$ cat config.mk
export PLATFORM = sky130hd
export DESIGN_NAME = kernel_sequencer
export DESIGN_NICKNAME = d
export VERILOG_FILES = /design/src/rtl/kernel_pkg.sv /design/src/rtl/kernel_sequencer.sv
export SDC_FILE = /design/constraint.sdc
export NUM_CORES = 1
export LEC_CHECK = 0
export BUFFER_PORTS_ARGS = -buffer_cell sky130_fd_sc_hd__buf_4
export CORE_ASPECT_RATIO = 0.6
export CORE_UTILIZATION = 30
export CTS_BUF_LIST = sky130_fd_sc_hd__clkbuf_2
export DETAILED_ROUTE_END_ITERATION = 10
export GPL_TIMING_DRIVEN = 0
export PLACE_DENSITY = 0.64
export SYNTH_ARGS = -nofsm -noshare
export SYNTH_HDL_FRONTEND = slang
export SYNTH_SLANG_ARGS = --single-unit
$ cat constraint.sdc
create_clock -name clk -period 2.3 [get_ports clk]
set_input_delay 0 -clock clk [delete_from_list [all_inputs] [get_ports clk]]
set_output_delay 0 -clock clk [all_outputs]
set_load 0.005 [all_outputs]
$ cat src/rtl/kernel_pkg.sv
// Shared constants and FSM encoding for the kernel sequencer.
package kernel_pkg;

  localparam int DATA_WIDTH_DEF   = 8;
  localparam int WEIGHT_WIDTH_DEF = 8;
  localparam int TAP_W_DEF        = 6;

  localparam logic MODE_CONV = 1'b0;
  localparam logic MODE_POOL = 1'b1;

  typedef enum logic [2:0] {
    IDLE    = 3'd0,
    CLEAR   = 3'd1,
    ACCUM   = 3'd2,
    BIAS    = 3'd3,
    CAPTURE = 3'd4,
    OUTPUT  = 3'd5
  } state_e;

endpackage

$ cat src/rtl/kernel_sequencer.sv
// Drives one external kernel datapath through a job: clear, stream taps,
// optional bias/requantise step, then capture and present the 8-bit result.
module kernel_sequencer
  import kernel_pkg::*;
#(
  parameter int DATA_WIDTH   = DATA_WIDTH_DEF,
  parameter int WEIGHT_WIDTH = WEIGHT_WIDTH_DEF,
  parameter int TAP_W        = TAP_W_DEF
) (
  input  logic                    clk,
  input  logic                    rst,
  input  logic                    start,
  input  logic                    mode,
  input  logic [TAP_W-1:0]        num_taps,
  input  logic [WEIGHT_WIDTH-1:0] bias,
  output logic                    busy,
  input  logic                    in_valid,
  output logic                    in_ready,
  input  logic [DATA_WIDTH-1:0]   in_data,
  input  logic [WEIGHT_WIDTH-1:0] in_weight,
  output logic                    k_init,
  output logic                    k_en,
  output logic                    k_mode,
  output logic                    k_bias_en,
  output logic [DATA_WIDTH-1:0]   k_data,
  output logic [WEIGHT_WIDTH-1:0] k_weight,
  input  logic [DATA_WIDTH-1:0]   k_result,
  output logic                    out_valid,
  input  logic                    out_ready,
  output logic [DATA_WIDTH-1:0]   out_data
);

  state_e                  state_q, state_d;
  logic [TAP_W-1:0]        tapCnt_q, tapCnt_d;
  logic [TAP_W-1:0]        numTaps_q;
  logic                    mode_q;
  logic [WEIGHT_WIDTH-1:0] bias_q;
  logic [DATA_WIDTH-1:0]   outData_q;
  logic                    fire;
  logic                    lastTap;

  assign fire    = in_valid & in_ready;
  assign lastTap = (tapCnt_q == (numTaps_q - TAP_W'(1)));

  always_comb begin
    state_d  = state_q;
    tapCnt_d = tapCnt_q;
    unique case (state_q)
      IDLE: begin
        if (start) state_d = CLEAR;
      end
      CLEAR: begin
        tapCnt_d = '0;
        if (numTaps_q != '0)          state_d = ACCUM;
        else if (mode_q == MODE_CONV) state_d = BIAS;
        else                          state_d = CAPTURE;
      end
      ACCUM: begin
        if (fire) begin
          tapCnt_d = tapCnt_q + TAP_W'(1);
          if (lastTap) state_d = (mode_q == MODE_CONV) ? BIAS : CAPTURE;
        end
      end
      BIAS:    state_d = CAPTURE;
      CAPTURE: state_d = OUTPUT;
      OUTPUT: begin
        if (out_ready) state_d = IDLE;
      end
      default: state_d = IDLE;
    endcase
  end

  // Job fields are only captured in IDLE so a start during a job cannot corrupt it.
  always_ff @(posedge clk) begin
    if (rst) begin
      state_q   <= IDLE;
      tapCnt_q  <= '0;
      numTaps_q <= '0;
      mode_q    <= MODE_CONV;
      bias_q    <= '0;
      outData_q <= '0;
    end else begin
      state_q  <= state_d;
      tapCnt_q <= tapCnt_d;
      if (state_q == IDLE && start) begin
        numTaps_q <= num_taps;
        mode_q    <= mode;
        bias_q    <= bias;
      end
      if (state_q == CAPTURE) outData_q <= k_result;
    end
  end

  // Outputs are gated by rst so the reset cycle itself is already quiet.
  assign busy      = !rst && (state_q != IDLE);
  assign in_ready  = !rst && (state_q == ACCUM);
  assign out_valid = !rst && (state_q == OUTPUT);
  assign k_init    = rst || (state_q == CLEAR);
  assign k_bias_en = !rst && (state_q == BIAS);
  assign k_en      = fire || k_bias_en;
  assign k_mode    = mode_q;
  assign k_data    = (state_q == ACCUM) ? in_data : '0;
  assign out_data  = outData_q;

  always_comb begin
    k_weight = '0;
    if (state_q == ACCUM)     k_weight = in_weight;
    else if (state_q == BIAS) k_weight = bias_q;
  end

endmodule

==> impl_results.md <==
* Status: finished with violations
* Failing checks: DRC
* Starting Density at 0.321
* GP Congestion at a little under 0.8
* CP max FO at 5
* Reg2reg end: state_q[2]$_SDFFE_PP0P_
* TritonCTS Buffers at 5
* Design area at between 2000 and 3000 sq um
* Vias after detailed routing at ~1900
* CTS tree: yes
* YS warnings at 0
* Util after Layout at 0.508
* Min Hold Slack at around 57 ps
* DIE AREA at a little under 6000 sq um
* Synth cell types at 34
* Drt pass-1 iters at 11
* Crit path cell chain: inv_1, ha_1, xor2_1, nand4_1, or4b_1, or2_1, a221oi_2
* # DRC at 2
* Syn Inst Count at 220
* Startpoint types: register
* Chip width at 98.3 um
* Vias per cell at approximately 4.7
* Yosys reg bits at 32
* Hold Startpoint: start
* Reg2reg start: numTaps_q[0]$_SDFFE_PP0P_
* Worst endpoint data arrival time at between 2000 and 2500 ps
* Period utilization at 0.956
* Total power at about 2200 uW
* Setup TNS at 0 ps
* Worst Max-Slew Pin Slew at a little over 700 ps
* Initial antenna violation count at 0
* Leak pwr at 0.00114 uW
* Slowest CP cell: or4b_1
* Final ANT Viol Nets at 0
* Row Count at 20
* Syn Area/Cell at 7.59 sq um
* VDD IR max at 0.355 mV
* Die height at between 50 and 60 um
* Hold path depth at 4
* Final Hold Viols at 0
* Pins Over Slew Limit at 0
* Worst path top cell family by delay: simple AND/OR/NAND/NOR gates
* Final worst path period need at ~2200 ps
* Vias in the first global route at 1657
* First-pass GRT wire length at about 7600 um
* Class of the worst hold path: input pin to register
* Clock Path Buffers at 2
* Clock Latency Late Sink at 370 ps
* Mapped Nets at roughly 270
* End of the worst hold path: bias_q[0]$_SDFFE_PP0P_
* H-Tree Depth at 2
* Largest net degree at the start of global routing at 11
* Setup slack, reg-to-reg at 100 ps
* Clk sink count at 32
* Share of cells above drive strength 1 at 0.281
* WL final at about 4900 um
* Layout area overhead at 58.5%
* Setup violators final at 0
* Slowest cell delay on critical path at ~540 ps
* NumNets Final at approximately 370
* Fillcell total at roughly 510
* R2R depth at 7
* Buf+Inv Stages, Crit Path at 1
* CP Capture Type: register
* PD cells at about 820 nW/um^2
* Gr usage total at 0.167
* Clock slew at reported path FFs at roughly 170 ps
* Critical Path RT at 2590 ps
* Total gr overflow at 0
* Ports at 75
* HPWL Detailed at approximately 3600 um
* Initial DRC Count at 95
* Clock root cell: clkbuf_2
* Max Cap Viol at 0
* Syn Std Cell Area at 1670 sq um
* Dpl cell area at between 2000 and 2500 sq um
* Relative slew slack at 0.512
* Seq/Total Area, Yosys at 0.384
* Routed len/inst at 12.6 um
* Crit Path Class: register to register
* Diodes inserted at 0
* Worst Skew at 13.6 ps
* IO buf count at 73
* Core area at ~5200 sq um
* Fmax at 0.455 GHz
==> how the worst max path moves through the flow <==
stage,from,to,slack (ps),cells after the start
global placement,state_q[2]$_SDFFE_PP0P_,state_q[2]$_SDFFE_PP0P_,50,5
detailed placement,state_q[2]$_SDFFE_PP0P_,state_q[2]$_SDFFE_PP0P_,-0.1,5
CTS,numTaps_q[0]$_SDFFE_PP0P_,state_q[2]$_SDFFE_PP0P_,3,7
finish,numTaps_q[0]$_SDFFE_PP0P_,state_q[2]$_SDFFE_PP0P_,100,7
floorplan,numTaps_q[0]$_SDFFE_PP0P_,state_q[0]$_SDFFE_PP0P_,250,7
global route,numTaps_q[1]$_SDFFE_PP0P_,state_q[2]$_SDFFE_PP0P_,-10,7
==> what timing repair did <==
| item | in CTS | in global routing |
|---|---|---|
| hold buffers | 25 | 0 |
| endpoints found under the hold margin | 26 | 0 |
| setup buffers | 0 | 1 |
| gates resized for setup | 2 | 9 |
| setup endpoints to repair | 9 | 20 |
==> layout make-up <==
type / instances / area [sq um] / share of cell area
clock inverters: 3 / 37.5 / 0.0142
inverters: 6 / 22.5 / 0.00851
clock buffers: 5 / 25.0 / 0.00946
repair buffers: 99 / 806 / 0.304
flip-flops and latches: 32 / 646 / 0.244
plain buffers: 12 / 60.1 / 0.0227
multi-input cells: 170 / 967 / 0.365
well taps: 66 / 82.6 / 0.0312
==> registers in the layout, summed over array words and instances, names as in the netlist <==
signal	count
bias_q	8
out_data	8
numTaps_q	6
tapCnt_q	6
state_q	3
k_mode	1
==> per-layer routing <==
metal | vias up | global-route usage | wire (um)
li1 | 960 | - | -
met5 | - | 0 | 0
met2 | 73 | 0.254 | 1970
met1 | 825 | 0.234 | 2550
met3 | 4 | 0.0480 | 411
met4 | 0 | 0.0384 | 15
==> per-stage QoR <==
stage | setup WS, ps | cells
6_report | 100 | 393
2_1_floorplan | 249 | 220
4_1_cts | 2.89 | 392
3_5_place_dp | -0.114 | 359
3_3_place_gp | 49.5 | 359
5_1_grt | -14.1 | 393
==> tightest hold or removal path, stage by stage <==
cell and delay, ps:
buf_4 90, nand2_1 150, nand2_1 110, a21oi_1 50
==> synth_stat cells <==
cell type   n  area [sq um]
clkbuf_1   10          37.5
dfxtp_1    32           641
mux2i_1     8          80.1
nor4_1      1          6.26
nor3_1     11          55.1
xor2_1      7          61.3
a31oi_1     2          12.5
nand3_1     4          20.0
o21ba_2     1          10.0
buf_6       1          11.3
buf_4       1          7.51
o21bai_1    1          7.51
nand2b_1    2          12.5
and3_1      2          12.5
a21o_1      1          7.51
nor2_1     19          71.3
o22ai_1     1          6.26
inv_1       6          22.5
a41oi_1     1          8.76
or4bb_1     1          11.3
o21ai_0     3          15.0
nand4b_1    1          8.76
and2_1      8          50.1
nor4b_4     1          23.8
or2_1       1          6.26
or4b_1      1          10.0
a221oi_1    3          26.3
ha_1        2          25.0
nand2_1    51           191
nand3b_1    1          7.51
nand4_1     3          18.8
a2111oi_0   1          8.76
xnor2_1     4          35.0
a21oi_1    28           140
==> where the power goes <==
| group | switching, uW | total (uW) | leakage (uW) | internal [uW] |
|---|---|---|---|---|
| Clock | 199 | 377 | 0.0000380 | 177 |
| Combinational | 579 | 1060 | 0.000836 | 486 |
| Sequential | 78.2 | 735 | 0.000262 | 657 |
| Total | 856 | 2180 | 0.00114 | 1320 |
==> cells by family (layout without fill, tap and decap cells) <==
| logic type | count (synthesis) | in the layout | synth area share |
|---|---|---|---|
| and+or+nand+nor | 107 | 107 | 0.303 |
| AOI/OAI and AO/OA | 42 | 42 | 0.145 |
| DFF | 32 | 32 | 0.384 |
| buffers and inverters | 18 | 125 | 0.0472 |
| xor gates and xnor gates | 11 | 11 | 0.0577 |
| muxes | 8 | 8 | 0.0480 |
| adders and majority gates | 2 | 2 | 0.0150 |
==> placed cells by master, fill, tap and decap left out, drive strengths merged, types with 2 or more instances in the layout <==
cell type / count
nand3: 4
xnor2: 4
dlygate4sd3: 25
and2: 8
xor2: 7
a221oi: 3
clkinv: 2
and3: 2
nand2b: 2
nand4: 3
inv: 6
dfxtp: 32
o21ai: 3
buf: 76
mux2i: 8
nor2: 19
nand2: 51
nor3: 11
a31oi: 2
ha: 2
a21oi: 28
clkbuf: 15
No activity file was read; power rests on OpenSTA's default activity.
